`config.mk`:
```
export PLATFORM = sky130hd
export DESIGN_NAME = fret_judge
export DESIGN_NICKNAME = d
export VERILOG_FILES = /design/src/rtl/fret_judge.sv
export SDC_FILE = /design/constraint.sdc
export NUM_CORES = 1
export LEC_CHECK = 0
export ABC_AREA = 1
export BUFFER_PORTS_ARGS = -buffer_cell sky130_fd_sc_hd__buf_2
export CAP_MARGIN = 20
export CORE_MARGIN = 3
export CORE_UTILIZATION = 39
export CTS_BUF_LIST = sky130_fd_sc_hd__clkbuf_8
export CTS_CLUSTER_DIAMETER = 30
export DETAILED_ROUTE_END_ITERATION = 8
export SYNTH_ARGS = -nofsm -noshare
export SYNTH_HDL_FRONTEND = slang
export SYNTH_SLANG_ARGS = --single-unit
```
`constraint.sdc`:
```
create_clock -name sysclk -period 3.9 [get_ports sysclk]
set_clock_uncertainty 0.15 [all_clocks]
set_input_delay 0.78 -clock sysclk [delete_from_list [all_inputs] [get_ports sysclk]]
set_output_delay 0.78 -clock sysclk [all_outputs]
set_load 0.01 [all_outputs]
```
`src/rtl/fret_judge.sv`:
```
// fret_judge: synchronises and debounces three fret buttons and judges each debounced press
// against its lane's bottom-row note, emitting registered hit/miss/skip counts.
module fret_judge #(
  parameter int DEBOUNCE_CYCLES = 50000,
  parameter int DB_W = 16
) (
  input  logic       sysclk,
  input  logic       reset,
  input  logic       button0,
  input  logic       button1,
  input  logic       button2,
  input  logic       led0,
  input  logic       led8,
  input  logic       led16,
  input  logic       shift_tick,
  output logic [2:0] held,
  output logic [1:0] hit_cnt,
  output logic [1:0] miss_cnt,
  output logic [1:0] skip_cnt
);
  localparam logic [DB_W-1:0] LAST = DB_W'(DEBOUNCE_CYCLES - 1);
  logic [2:0] raw, led, sync1_q, sync_q, held_q, held_d, cons_q, cons_d, led_q;
  logic [2:0] diff, done, press, eff, hit, miss, skip;
  logic [DB_W-1:0] cnt_q [3];
  logic [DB_W-1:0] cnt_d [3];
  logic [1:0] hit_q, miss_q, skip_q;

  function automatic logic [1:0] popcount(input logic [2:0] v);
    return 2'(v[0]) + 2'(v[1]) + 2'(v[2]);
  endfunction

  assign raw = {button2, button1, button0};
  assign led = {led16, led8, led0};
  assign diff = sync_q ^ held_q;
  always_comb begin
    done = '0;
    for (int i = 0; i < 3; i++) begin
      done[i] = diff[i] && (cnt_q[i] == LAST);
      cnt_d[i] = (diff[i] && !done[i]) ? cnt_q[i] + DB_W'(1) : '0;
    end
  end
  assign held_d = held_q ^ done;
  assign press = done & sync_q;
  // a tick brings a fresh note row, so earlier hits no longer protect this lane
  assign eff = cons_q & ~{3{shift_tick}};
  assign hit = press & led & ~eff;
  assign miss = press & ~hit;
  assign skip = {3{shift_tick}} & led_q & ~cons_q;
  assign cons_d = eff | hit;

  always_ff @(posedge sysclk or posedge reset) begin
    if (reset) begin
      sync1_q <= '0;
      sync_q <= '0;
      held_q <= '0;
      cons_q <= '0;
      led_q <= '0;
      cnt_q <= '{default: '0};
      hit_q <= '0;
      miss_q <= '0;
      skip_q <= '0;
    end else begin
      sync1_q <= raw;
      sync_q <= sync1_q;
      held_q <= held_d;
      cons_q <= cons_d;
      led_q <= led;
      cnt_q <= cnt_d;
      hit_q <= popcount(hit);
      miss_q <= popcount(miss);
      skip_q <= popcount(skip);
    end
  end

  assign held = held_q;
  assign hit_cnt = hit_q;
  assign miss_cnt = miss_q;
  assign skip_cnt = skip_q;
endmodule

```
==> metrics <==
vias in the first global route=2700; Max VDD drop=0.0002758 V; fraction of registers with async set or reset after synthesis=100.0%; first-pass GRT wire length=12.77 mm; vias=2866; Tot GR Track Use=15.66%; setup bufs post-CTS=0; Lkg Pwr=0.001869 uW; register share of total power=53.5%; synth unique cells=21; max_cap viols=0; nets@finish=495; Design Power=1381 uW; max-slew violation count=0; clk sinks=69; Num CTS Buffers=9; largest net degree at the start of global routing=70; Syn Area/Cell=7.915 sq um; clock buffer depth=2; Synth Flop Type=dfrtp_1; top cells by area, synth=dfrtp_1 48%, nand2_1 11%, nor2_1 11%; Detail Route Antenna Nets=0; Inst Count DP=577; final setup vio count=0; CP required=3.97 ns; Seq/Total Area, Yosys=48.05%; critical path capture point type=flip-flop; flops & latches, synth=69; Worst-path clk slew=0.08 ns; delay of the slowest cell on the worst path=0.45 ns; Clock Power Share=42.4%; First-pass DRT Iterations=5; Slew HR=41.73%; leading area contributor after synthesis=dfrtp_1; final wirelength=7.316 mm; Avg WL per Cell=12.34 microns; Slowest-stage cell, CP=fa_1; CP Capture Point=miss_cnt[0]$_DFF_PP0_; Worst Path Arrival=2.10 ns; worst reg2reg endpoint=miss_cnt[0]$_DFF_PP0_; Initial Util=40.61%; Remaining Overflow, GRT=0; Setup Total Neg Slack=0 ns; crit start category=flip-flop; share of post-route cells with drive strength above 1=14.85%; 1st-iter DRT viols=127; Post-synth EDFFs=0; residual DRC count=0; Die Area=10400 sq um; P_sw=323.9 uW; Sw Share=23.46%; HPWL after detailed placement=5.337 mm; worst r2r src=cnt_q[0]$_DFF_PP0_; Gate power share=4.1%; routability congestion estimate=0.9000; Cells after Synth=454; Pint=1057 uW; post-CTS sizing=0; chip width=102.0 microns; number of I/O port buffers=17; dpl cell area=3787 sq um; synthesis warning total=0; WHS=0.1996 ns; CTS Hold Buffers Added=0; Tmin final=2.034 ns; period utilization=52.16%; Rows=34; ant diodes=0; Vias/cell=4.833; Syn Nets=469; WS Path Type=flip-flop to flip-flop; Synth top area share=48.05%; CTS HTree Levels=3; critical path launch point=cnt_q[0]$_DFF_PP0_; fin area=3988 sq um; Final Hold Fails=0; Layout Cells excl Fill=593; initial antenna violation count=0; # IOs=18; f_max=491.5 MHz; Die Y=102.0 microns; unrepaired setup endpoints after global routing=no; CTS tree=yes; Syn-to-layout area delta=10.97%; crit-path cells=ha_1 > nand3_2 > nor2_1 > nand3_1 > a21oi_1 > fa_1; clock root buffer=clkbuf_8; outcome=complete, no violations; crit path max fanout=5; worst-case reg-to-reg path depth=6; Reg2Reg Setup Slack=1.87 ns; pwr dens=346.3 nW/um^2; actual slew at the worst max-slew pin=0.8741 ns; hold crit path type=flip-flop to flip-flop; Synth Cell Area=3593 sq um; clk_lat worst skew=0.34 ns; CORE AREA=8848 sq um
routing by layer:
layer	share of wire [%]	wire length, microns	track usage (%)	up-vias
met1	52	3774	22.20	1328
li1	-	-	-	1489
met2	44	3189	23.54	40
met4	1.6	119	5.449	0
met3	3.2	233	3.754	9
met5	0	0	0	-
power by group through the flow:
stage / Clock [uW] / Sequential [uW] / Combinational [uW]
after floorplan: 0 / 752 / 40.8
after CTS: 610 / 739 / 59.1
final: 586 / 739 / 56.1
after global routing: 643 / 741 / 65.4
after global placement: 0 / 753 / 58.7
after detailed placement: 0 / 753 / 58.9
area by class of cell:
| type | count | area, sq um |
|---|---|---|
| Clock buffer | 10 | 137.6 |
| Timing Repair Buffer | 18 | 92.59 |
| Sequential cell | 69 | 1727 |
| Inverter | 48 | 180.2 |
| Multi-Input combinational cell | 334 | 1653 |
| Tap cell | 108 | 135.1 |
| Fill cell | 923 | 4861 |
| Clock inverter | 6 | 62.56 |
how the worst min path moves through the flow:
stage                          from                  end  slack [ns]  cells past startpoint
2_1_floorplan  sync1_q[0]$_DFF_PP0_  sync_q[0]$_DFF_PP0_        0.18                      0
3_3_place_gp   sync1_q[1]$_DFF_PP0_  sync_q[1]$_DFF_PP0_        0.18                      0
3_5_place_dp   sync1_q[1]$_DFF_PP0_  sync_q[1]$_DFF_PP0_        0.19                      0
4_1_cts        sync1_q[1]$_DFF_PP0_  sync_q[1]$_DFF_PP0_        0.20                      0
5_1_grt        sync1_q[2]$_DFF_PP0_  sync_q[2]$_DFF_PP0_        0.21                      0
6_report       sync1_q[1]$_DFF_PP0_  sync_q[1]$_DFF_PP0_        0.20                      0
cells in the mapped netlist, types with 4 or more instances:
| cell | n |
|---|---|
| a21oi_1 | 9 |
| dfrtp_1 | 69 |
| inv_1 | 46 |
| nand2_1 | 102 |
| nand2_2 | 11 |
| nand3_1 | 31 |
| nand4_1 | 15 |
| nor2_1 | 101 |
| nor2_2 | 14 |
| nor3_2 | 4 |
| o21ai_0 | 13 |
| o21bai_1 | 6 |
| xor2_1 | 13 |
cell families (layout without fill, tap and decap cells):
| logic type | after synthesis | count (layout) | share of synthesized area (%) |
|---|---|---|---|
| xor gates and xnor gates | 13 | 13 | 3.169 |
| AOI/OAI and AO/OA | 28 | 28 | 4.317 |
| DFF | 69 | 69 | 48.05 |
| adders and majority gates | 6 | 6 | 2.716 |
| and+or+nand+nor | 287 | 287 | 35.79 |
| buffers and inverters | 51 | 82 | 5.954 |
flip-flops by register name, indices dropped and copies added, names as in the netlist, named ones only:
name	count
led_q	3
sync1_q	3
cons_q	3
skip_cnt	2
miss_cnt	2
hit_cnt	2
cnt_q	48
sync_q	3
critical path, delay by kind of cell (launching register included):
family	cells	cell delay, ns
adder cells (fa/ha/maj)	2	0.73
flip-flops	1	0.42
AO/OA/AOI/OAI	1	0.20
AND/OR/NAND/NOR	3	0.42
stage by stage:
step,setup WS [ns],utilization [%]
detailed placement,1.828,42.80
floorplan,1.230,-
CTS,1.828,45.07
finish,1.866,45.07
global placement,1.909,42.80
global route,1.666,45.07
cell usage in the layout (no fill, tap or decap):
master | synthesis | routed
inv_1 | 46 | 45
o21ai_0 | 13 | 13
fa_1 | 3 | 3
nand2_2 | 11 | 11
nand3_1 | 31 | 31
clkinv_2 | 0 | 3
clkinv_4 | 0 | 2
nor3_2 | 4 | 4
nor2_1 | 101 | 101
xor2_1 | 13 | 13
nor2_2 | 14 | 14
nor3_1 | 3 | 3
nor2_4 | 1 | 1
ha_1 | 3 | 3
nand2_4 | 2 | 2
nand2_1 | 102 | 102
buf_2 | 0 | 17
clkbuf_8 | 0 | 10
a21oi_1 | 9 | 9
bufinv_16 | 0 | 1
o21bai_1 | 6 | 6
inv_2 | 2 | 3
nand3_2 | 3 | 3
buf_4 | 0 | 1
nand4_1 | 15 | 15
dfrtp_1 | 69 | 69
No activity file was read; power rests on OpenSTA's default activity.
